File: src/rtl/tilemap_loader_if.sv
// Connects the scroll/level controller, level ROM and colour mapper to the tile map writer.
interface tilemap_loader_if #(parameter int TILE_W = 2);
   logic              vblank;
   logic              load_req;
   logic [4:0]        load_col;
   logic [7:0]        src_col;
   logic              clear_req;
   logic              busy;
   logic              done;
   logic              err;
   logic [11:0]       rom_addr;
   logic [TILE_W-1:0] rom_data;
   logic [3:0]        rd_row;
   logic [4:0]        rd_col;
   logic [TILE_W-1:0] rd_tile;

   modport master (
      output vblank, load_req, load_col, src_col, clear_req, rom_data, rd_row, rd_col,
      input  busy, done, err, rom_addr, rd_tile
   );

   modport slave (
      input  vblank, load_req, load_col, src_col, clear_req, rom_data, rd_row, rd_col,
      output busy, done, err, rom_addr, rd_tile
   );
endinterface

File: src/rtl/tilemap_loader.sv
// Background tile map writer: loads one screen column from the level ROM or clears the map
// during vblank, and feeds the colour mapper through a registered read port.
//
// state   | meaning
// S_IDLE  | waiting for clear_req / load_req
// S_LOAD  | issuing one ROM read per vblank cycle, writing returned codes a cycle later
// S_CLEAR | clearing one full map row per vblank cycle
// S_FIN   | one-cycle done pulse, row counter rewinds
module tilemap_loader #(
   parameter int                ROWS       = 15,
   parameter int                COLS       = 20,
   parameter int                TILE_W     = 2,
   parameter int                LEVEL_COLS = 256,
   parameter logic [TILE_W-1:0] CLEAR_TILE = '0
) (
   input logic             Clk,
   input logic             Reset,
   tilemap_loader_if.slave bus
);
   localparam int               ROW_W    = 4;
   localparam int               COL_W    = 5;
   localparam logic [7:0]       SRC_MASK = 8'(LEVEL_COLS - 1);
   localparam logic [ROW_W-1:0] ROW_END  = ROW_W'(ROWS);
   localparam logic [ROW_W-1:0] ROW_LAST = ROW_W'(ROWS - 1);
   localparam logic [COL_W-1:0] COL_END  = COL_W'(COLS);

   typedef enum logic [1:0] {
      S_IDLE,
      S_LOAD,
      S_CLEAR,
      S_FIN
   } state_t;

   state_t             state_q;
   state_t             state_n;
   logic [ROW_W-1:0]   row_q;
   logic               pend_q;
   logic [ROW_W-1:0]   pend_row_q;
   logic [COL_W-1:0]   col_q;
   logic [7:0]         src_q;
   logic [TILE_W-1:0]  map_q [ROWS][COLS];
   logic [TILE_W-1:0]  rd_tile_q;

   logic               issue;
   logic               clr_row;
   logic               accept_load;
   logic               busy;
   logic               done;
   logic               err;
   logic               rd_in_map;
   logic [11:0]        rom_addr_c;

   always_ff @(posedge Clk) begin
      if (Reset) begin
         state_q <= S_IDLE;
      end else begin
         state_q <= state_n;
      end
   end

   always_comb begin
      state_n     = state_q;
      busy        = 1'b1;
      done        = 1'b0;
      err         = 1'b0;
      issue       = 1'b0;
      clr_row     = 1'b0;
      accept_load = 1'b0;
      case (state_q)
         S_IDLE: begin
            busy = 1'b0;
            if (bus.clear_req) begin
               state_n = S_CLEAR;
            end else if (bus.load_req) begin
               if (bus.load_col < COL_END) begin
                  accept_load = 1'b1;
                  state_n     = S_LOAD;
               end else begin
                  err = 1'b1;
               end
            end
         end
         S_LOAD: begin
            // all rows issued: the only read still in flight lands this cycle
            if (row_q == ROW_END) begin
               state_n = S_FIN;
            end else if (bus.vblank) begin
               issue = 1'b1;
            end
         end
         S_CLEAR: begin
            if (bus.vblank) begin
               clr_row = 1'b1;
               if (row_q == ROW_LAST) begin
                  state_n = S_FIN;
               end
            end
         end
         S_FIN: begin
            done    = 1'b1;
            state_n = S_IDLE;
         end
         default: state_n = S_IDLE;
      endcase
   end

   assign rom_addr_c = 12'(src_q & SRC_MASK) * 12'(ROWS) + 12'(row_q);
   assign rd_in_map  = (bus.rd_row < ROW_END) && (bus.rd_col < COL_END);

   always_ff @(posedge Clk) begin
      if (Reset) begin
         row_q      <= '0;
         pend_q     <= 1'b0;
         pend_row_q <= '0;
         col_q      <= '0;
         src_q      <= '0;
         rd_tile_q  <= CLEAR_TILE;
         for (int r = 0; r < ROWS; r++) begin
            for (int c = 0; c < COLS; c++) begin
               map_q[r][c] <= CLEAR_TILE;
            end
         end
      end else begin
         if (accept_load) begin
            col_q <= bus.load_col;
            src_q <= bus.src_col;
         end
         if (issue || clr_row) begin
            row_q <= row_q + 1'b1;
         end else if (state_q == S_FIN) begin
            row_q <= '0;
         end
         pend_q <= issue;
         if (issue) begin
            pend_row_q <= row_q;
         end
         if (pend_q) begin
            map_q[pend_row_q][col_q] <= bus.rom_data;
         end
         if (clr_row) begin
            for (int c = 0; c < COLS; c++) begin
               map_q[row_q][c] <= CLEAR_TILE;
            end
         end
         // same-cycle read of a cell being written sees the old code
         rd_tile_q <= rd_in_map ? map_q[bus.rd_row][bus.rd_col] : CLEAR_TILE;
      end
   end

   assign bus.busy     = busy;
   assign bus.done     = done;
   assign bus.err      = err;
   assign bus.rom_addr = issue ? rom_addr_c : '0;
   assign bus.rd_tile  = rd_tile_q;

endmodule

File: src/flat_wrapper.sv
// flat-port wrapper written by rule: the top's interface ports become plain ports
module tilemap_loader_flat 
#(
   parameter int                ROWS       = 15,
   parameter int                COLS       = 20,
   parameter int                TILE_W     = 2,
   parameter int                LEVEL_COLS = 256,
   parameter logic [TILE_W-1:0] CLEAR_TILE = '0
)
  (Clk, Reset, bus_vblank, bus_load_req, bus_load_col, bus_src_col, bus_clear_req, bus_rom_data, bus_rd_row, bus_rd_col, bus_busy, bus_done, bus_err, bus_rom_addr, bus_rd_tile);
  tilemap_loader_if #(.TILE_W(TILE_W)) bus_i ();
  input logic Clk;
  input logic Reset;
  input wire logic [$bits(bus_i.vblank)-1:0] bus_vblank;
  input wire logic [$bits(bus_i.load_req)-1:0] bus_load_req;
  input wire logic [$bits(bus_i.load_col)-1:0] bus_load_col;
  input wire logic [$bits(bus_i.src_col)-1:0] bus_src_col;
  input wire logic [$bits(bus_i.clear_req)-1:0] bus_clear_req;
  input wire logic [$bits(bus_i.rom_data)-1:0] bus_rom_data;
  input wire logic [$bits(bus_i.rd_row)-1:0] bus_rd_row;
  input wire logic [$bits(bus_i.rd_col)-1:0] bus_rd_col;
  output wire logic [$bits(bus_i.busy)-1:0] bus_busy;
  output wire logic [$bits(bus_i.done)-1:0] bus_done;
  output wire logic [$bits(bus_i.err)-1:0] bus_err;
  output wire logic [$bits(bus_i.rom_addr)-1:0] bus_rom_addr;
  output wire logic [$bits(bus_i.rd_tile)-1:0] bus_rd_tile;
  assign bus_i.vblank = bus_vblank;
  assign bus_i.load_req = bus_load_req;
  assign bus_i.load_col = bus_load_col;
  assign bus_i.src_col = bus_src_col;
  assign bus_i.clear_req = bus_clear_req;
  assign bus_i.rom_data = bus_rom_data;
  assign bus_i.rd_row = bus_rd_row;
  assign bus_i.rd_col = bus_rd_col;
  assign bus_busy = bus_i.busy;
  assign bus_done = bus_i.done;
  assign bus_err = bus_i.err;
  assign bus_rom_addr = bus_i.rom_addr;
  assign bus_rd_tile = bus_i.rd_tile;
  tilemap_loader #(.ROWS(ROWS), .COLS(COLS), .TILE_W(TILE_W), .LEVEL_COLS(LEVEL_COLS), .CLEAR_TILE(CLEAR_TILE)) u_core (.Clk(Clk), .Reset(Reset), .bus(bus_i));
endmodule
File: config.mk
export PLATFORM = sky130hd
export DESIGN_NAME = tilemap_loader_flat
export DESIGN_NICKNAME = d
export VERILOG_FILES = /design/src/rtl/tilemap_loader_if.sv /design/src/rtl/tilemap_loader.sv /design/src/flat_wrapper.sv
export SDC_FILE = /design/constraint.sdc
export NUM_CORES = 1
export LEC_CHECK = 0
export BUFFER_PORTS_ARGS = -buffer_cell sky130_fd_sc_hd__buf_2
export CAP_MARGIN = 20
export CORE_MARGIN = 1
export CORE_UTILIZATION = 64
export CTS_CLUSTER_SIZE = 10
export DETAILED_ROUTE_END_ITERATION = 8
export PLACE_DENSITY = 0.9
export RECOVER_POWER = 25
export REMOVE_ABC_BUFFERS = 1
export SYNTH_ARGS = -nofsm -noshare
export SYNTH_HDL_FRONTEND = slang
export SYNTH_SLANG_ARGS = --single-unit
File: constraint.sdc
create_clock -name Clk -period 5.2 [get_ports Clk]
set_input_delay 1.04 -clock Clk [delete_from_list [all_inputs] [get_ports Clk]]
set_output_delay 1.04 -clock Clk [all_outputs]
set_load 0.02 [all_outputs]
==> out/results.txt, run 1 <==
DR WL/cell: 23.85 um
Initial antenna violation count: 1
Fmax: 0.1923 GHz
Post-synth EDFFs: 0
Synth async-reset ratio: 0
Average size of a mapped cell: 8.657 um2
# IOs: 46
Diodes inserted: 0
Port-buffer cells: 45
Row count: 84
Fin area: 36,700 um2
Vias in the first global route: 30,990
Clk root buf: clkbuf_16
Yosys Warn Count: 0
Maximum vdd ir drop: 0.3086 mV
Max Transition Viols Final: 309
Crit path capture type: output port
Clk_lat worst skew: 0.62 ns
Status: finished with violations
Routed wire length: 105,400 um
Worst setup SP type: register
Final setup viols: 1
P_leak: 11.98 nW
Power Density: 295.4 nW/um2
Final period util: 1.000
Setup CP Type: register to output port
PnR worst setup slack: -0.001246 ns
Post-Syn Instances: 3,954
Power consumption: 0.01084 W
Share of layout cells above drive strength 1: 0.1208
DR pass1 iterations: 8
Register bit total from synthesis: 666
Vias: 32,020
Synth Flop Type: dfxtp_1
Worst endpoint data arrival time: 4.16 ns
Sequential area share after synthesis: 0.3895
Die Y: 233.3 um
CTS Sinks: 666
Tightest Pin Transition: 2.468 ns
First-pass GRT wire length: 165,000 um
DP Wirelength: 59,290 um
Die Area: 54,410 um2
Distinct cells, synth: 50
Reg area: 13,340 um2
CTS tree: yes
Setup Skew: 0.01914 ns
Pin count of the biggest net entering global routing: 264
Final Critical Period: 5.201 ns
Area of the multi-input gates: 19,220 um2
Area growth from synthesis to layout: 7.230%
Data required time at the worst endpoint: 4.16 ns
Hold_buf cts: 0
# DRC: 0
Cts bufs inserted: 77
Core Box Area: 52,660 um2
RSZ-0062 raised after global routing: yes
Vias per cell: 7.242
Crit-path max FO: 4
Max_cap viols: 4
Total Nets Final: 3,795
Routed Antenna Nets: 0
Violated checks: max-capacitance violations, max-slew violations, negative setup slack
Final Util: 0.6971
Drt initial violations: 5,413
Final hold violations: 0
Mapped Area: 34,230 um2
Number of H-tree levels: 3
HP Class: register to register
Routability cong.: 0.9615
Area post-placement: 34,570 um2
Final hold slack: 0.4579 ns
Worst-path clk slew: 0.05 ns
Starting Density: 0.6501
Rel. slew slack: -0.6454
Total gr overflow: 0
Maximum clock insertion buffer count: 3
Filler cells: 3,691
GRT Util Overall: 0.3825
Die X: 233.3 um
==> synth_stat cells (3+ instances only) <==
cell / n / area (um2)
nor2_1: 149 / 559.3
clkbuf_1: 383 / 1438
xnor2_1: 5 / 43.79
mux4_2: 170 / 3829
nand3b_1: 557 / 4182
buf_6: 10 / 112.6
buf_2: 28 / 140.1
nand2_1: 346 / 1299
a211oi_1: 8 / 60.06
a22oi_1: 22 / 165.2
o21ai_0: 19 / 95.09
nand4_1: 6 / 37.54
nor2b_1: 15 / 93.84
and2_1: 6 / 37.54
nand3_1: 585 / 2928
or3_1: 4 / 25.02
nor4_1: 11 / 68.82
a31oi_1: 4 / 25.02
o211ai_1: 3 / 22.52
nor3b_1: 47 / 352.8
ha_1: 33 / 412.9
buf_1: 20 / 75.07
nand2b_1: 14 / 87.58
nor3_1: 38 / 190.2
a21oi_1: 649 / 3248
mux2i_1: 50 / 500.5
fa_1: 15 / 300.3
a22o_1: 6 / 52.55
a21o_1: 3 / 22.52
dfxtp_1: 666 / 13330
a221oi_1: 6 / 52.55
inv_1: 39 / 146.4
buf_4: 9 / 67.56
==> stage by stage <==
step                      setup slack (ns)  cells  setup TNS [ns]
after CTS                         -0.05249   4420        -0.05249
after floorplan                    -0.1363   3504          -2.840
after global routing               -0.1117   4421         -0.3531
after detailed placement           0.09197   4322               0
final                            -0.001246   4421       -0.001246
after global placement              0.1990   4322               0
==> report_power, final <==
| part | internal (W) | switching (W) |
|---|---|---|
| clock | 0.00279 | 0.00209 |
| combinational | 0.000279 | 0.000527 |
| sequential | 0.00513 | 0.0000288 |
| total | 0.00820 | 0.00264 |
==> cell type report <==
type / instances / share of cell area
sequential: 666 / 0.3634
multi-input combinational: 2799 / 0.5237
inverter: 39 / 0.003988
tap: 688 / 0.02345
timing repair buffer: 135 / 0.02775
clock inverter: 5 / 0.001977
clock buffer: 89 / 0.05574
==> critical path: stages (launching register included) <==
cell	delay [ns]
dfxtp_2	0.35
fa_1	0.53
fa_1	0.50
inv_1	0.05
fa_1	0.51
inv_2	0.05
ha_4	0.22
nor2b_2	0.16
o21ai_2	0.15
a21boi_2	0.10
o21ai_2	0.17
a211oi_2	0.10
or3_1	0.35
a21oi_1	0.13
buf_4	0.17
==> what timing repair did <==
item,in CTS,in global routing
resized for setup,16,6
endpoints found under the hold margin,0,0
setup endpoints to repair,5,5
setup buffers,4,1
pin swaps,10,3
==> layer usage <==
metal | wire (um) | up-vias | GRT usage
met2 | 48090 | 2498 | 0.6008
met3 | 14270 | 574 | 0.09509
met1 | 36980 | 15190 | 0.4755
li1 | - | 13750 | -
met4 | 6079 | 2 | 0.2283
met5 | 12 | - | 0
==> cells by family after synthesis <==
family / after synthesis / share of synthesized area
fa+ha+maj: 48 / 0.02084
simple gates: 1784 / 0.2895
flops: 666 / 0.3895
buf+inv: 489 / 0.05783
mux: 221 / 0.1268
compound gates: 739 / 0.1138
xor+xnor: 7 / 0.001791
==> cell usage in the layout (no fill, tap or decap), types with 12 or more instances in the layout <==
cell,n
dfxtp_1,663
a21oi_1,648
nand3_1,585
nand3b_1,557
nand2_1,346
mux4_2,170
nor2_1,113
clkbuf_16,80
buf_4,71
mux2i_1,50
nor3b_1,47
inv_1,38
buf_2,34
ha_1,32
nor3_1,28
a22oi_1,22
nor2_4,19
nor2_2,17
o21ai_0,16
fa_1,15
clkbuf_1,15
nand2b_1,14
nor2b_1,12
==> path summary, 6_finish.rpt <==
kind | slack (ns) | end | cells past startpoint | startpoint
worst max register to register | 1.55 | u_core.map_q[15][34] | 8 | u_core.state_q[0]
worst min register to register | 0.46 | u_core.map_q[15][39] | 2 | u_core.map_q[15][39]
worst max-delay path | -0.001 | bus_rom_addr[11] | 14 | u_core.src_q[0]
worst min-delay path | 0.46 | u_core.map_q[15][39] | 2 | u_core.map_q[15][39]
==> registers in the layout, summed over array words and instances (netlist names) <==
name	flops
u_core.map_q	640
u_core.src_q	8
u_core.col_q	5
u_core.pend_row_q	4
u_core.row_q	4
u_core.bus.rd_tile	2
u_core.state_q	2
u_core.pend_q	1
No activity file was read; power rests on OpenSTA's default activity.
==> inputs of run 2 (changes only) <==
--- a/config.mk
+++ b/config.mk
@@ -8,10 +8,10 @@
 export BUFFER_PORTS_ARGS = -buffer_cell sky130_fd_sc_hd__buf_2
 export CAP_MARGIN = 20
 export CORE_MARGIN = 1
-export CORE_UTILIZATION = 64
+export CORE_UTILIZATION = 58
 export CTS_CLUSTER_SIZE = 10
 export DETAILED_ROUTE_END_ITERATION = 8
-export PLACE_DENSITY = 0.9
+export PLACE_DENSITY = 0.74
 export RECOVER_POWER = 25
 export REMOVE_ABC_BUFFERS = 1
 export SYNTH_ARGS = -nofsm -noshare
==> constraint.sdc (replaced) <==
create_clock -name Clk -period 4.5 [get_ports Clk]
set_input_delay 0.9 -clock Clk [delete_from_list [all_inputs] [get_ports Clk]]
set_output_delay 0.9 -clock Clk [all_outputs]
set_load 0.02 [all_outputs]
==> run 2 against run 1 <==
The run still ends with max-capacitance violations, max-slew violations, negative setup slack left. Setup slack worse by 0.51 ns. Clock-buffer cell count up 8. Sequential cell count unchanged. Largest cell class unchanged.
==> out/results.txt, run 2 (synthesized netlist as in run 1, its figures left out) <==
CP bufs+invs: 4
Maximum clock insertion buffer count: 3
Fmax: 0.1996 GHz
Die Area: 59,990 um2
Vias: 30,720
Final hold violations: 0
Tightest Pin Transition: 2.130 ns
Worst-path clk slew: 0.05 ns
DP Wirelength: 60,570 um
Max_cap viols: 2
Final period util: 1.113
Crit-path max FO: 2
Most common cell on crit path: fa_1
Rel. slew slack: -0.4197
Final Critical Period: 5.010 ns
Number of H-tree levels: 3
# IOs: 46
Vias in the first global route: 29,030
CP max stage cell: fa_1
Row count: 88
Crit path capture type: output port
RR Endpoint: u_core.map_q[2][8]
Clk root buf: clkbuf_16
Core Box Area: 58,030 um2
Maximum vdd ir drop: 0.3223 mV
Routed Antenna Nets: 0
Power Density: 339.3 nW/um2
Cts bufs inserted: 78
Max Transition Viols Final: 153
RSZ-0062 raised after global routing: yes
Total Nets Final: 3,838
First-pass GRT wire length: 164,800 um
DR WL/cell: 23.26 um
Top reg by flops: u_core.map_q
Area post-placement: 35,020 um2
Status: finished with violations
Largest register FFs: 640
Share of layout cells above drive strength 1: 0.1325
RR Startpoint: u_core.col_q[2]
Clk_lat worst skew: 0.62 ns
Setup CP Type: register to output port
Critical path capture point: bus_rom_addr[11]
Die Y: 244.9 um
CTS Sinks: 666
P_leak: 12.23 nW
Critical Path, Cell by Cell: fa_1 > fa_1 > inv_1 > fa_1 > inv_2 > ha_4 > nor2b_4 > o21ai_2 > a21boi_2 > o21ai_1 > buf_4 > a211oi_2 > or3_1 > a21oi_1 > buf_4
Die X: 244.9 um
HP Class: register to register
Vias per cell: 6.751
Violated checks: max-capacitance violations, max-slew violations, negative setup slack
Port-buffer cells: 45
Reg area: 13,340 um2
Initial antenna violation count: 2
Worst endpoint data arrival time: 4.11 ns
Fin area: 37,320 um2
Area growth from synthesis to layout: 9.032%
Worst reg2reg path depth: 6
Commonest non-fill, non-tap cell in the layout: dfxtp_1
Reg2Reg Setup Slack: 1.43 ns
Worst path max stage delay: 0.50 ns
Worst setup SP type: register
Setup Skew: 0.01918 ns
Drt initial violations: 4,617
CP top delay family: adder cells
DR pass1 iterations: 6
Starting Density: 0.5899
Total number of cells along the worst setup path: 15
Routed wire length: 105,800 um
Area of the multi-input gates: 19,300 um2
Pre-CTS setup slack: -0.1976 ns
Crit path from: u_core.src_q[2]
Most frequent cells in the layout: 664 x dfxtp_1, 647 x a21oi_1, 585 x nand3_1
Data required time at the worst endpoint: 3.60 ns
Pin count of the biggest net entering global routing: 254
Top Registers: u_core.map_q (640), u_core.src_q (8), u_core.col_q (5)
CTS tree: yes
Final setup viols: 7
Filler cells: 4,827
PnR worst setup slack: -0.5095 ns
Routability cong.: 0.8780
Total gr overflow: 0
# DRC: 0
GRT Util Overall: 0.3481
run 2: repair_timing:
| action | CTS | global route |
|---|---|---|
| setup endpoints to repair | 8 | 8 |
| hold buffers | 0 | 0 |
| resized for setup | 21 | 16 |
| pin swaps | 14 | 4 |
| buffers inserted | 4 | 0 |
| hold endpoints to repair | 0 | 0 |
run 2: per-stage QoR:
stage               hold slack [ns]  cells  utilization  setup TNS [ns]  total power (W)
floorplan                    0.4332   3504            -          -30.99         0.006502
finish                       0.4606   4550       0.6432          -2.487          0.01266
global route                 0.4778   4547       0.6430          -7.120          0.01299
global placement             0.4396   4442       0.6035         -0.4785         0.006991
CTS                          0.4535   4547       0.6430          -2.932          0.01268
detailed placement           0.4464   4442       0.6035         -0.4363         0.006999
run 2: final cells by class:
class / instances / share of cell area
well taps: 765 / 0.02565
diodes: 3 / 0.0002012
multi-input cells: 2799 / 0.5172
inverters: 39 / 0.003922
repair buffers: 177 / 0.03705
flip-flops and latches: 666 / 0.3573
clock buffers: 97 / 0.05756
clock inverters: 4 / 0.001106
run 2: worst min-delay path, delay by kind of cell (launching register included):
kind / cells / cell delay (ns)
compound gates: 1 / 0.05
simple gates: 1 / 0.05
flops: 1 / 0.31
run 2: how the worst min path moves through the flow:
stage,start,end,depth (start not counted),slack [ns]
floorplan,u_core.map_q[15][22],u_core.map_q[15][22],2,0.43
global placement,u_core.map_q[15][39],u_core.map_q[15][39],2,0.44
detailed placement,u_core.map_q[15][22],u_core.map_q[15][22],2,0.45
CTS,u_core.map_q[15][22],u_core.map_q[15][22],2,0.45
global route,u_core.map_q[15][22],u_core.map_q[15][22],2,0.48
finish,u_core.map_q[15][38],u_core.map_q[15][38],2,0.46
run 2: report_power, final:
part | switching, W | internal (W) | total (W)
clock | 0.00244 | 0.00331 | 0.00575
combinational | 0.000623 | 0.000344 | 0.000967
sequential | 0.0000272 | 0.00592 | 0.00595
run 2: metal layers:
layer,part of all wire,up-vias,track usage
met2,0.45,1637,0.5492
li1,-,13830,-
met3,0.098,301,0.06221
met1,0.40,14950,0.4714
met4,0.043,2,0.1438
met5,0.00013,-,0
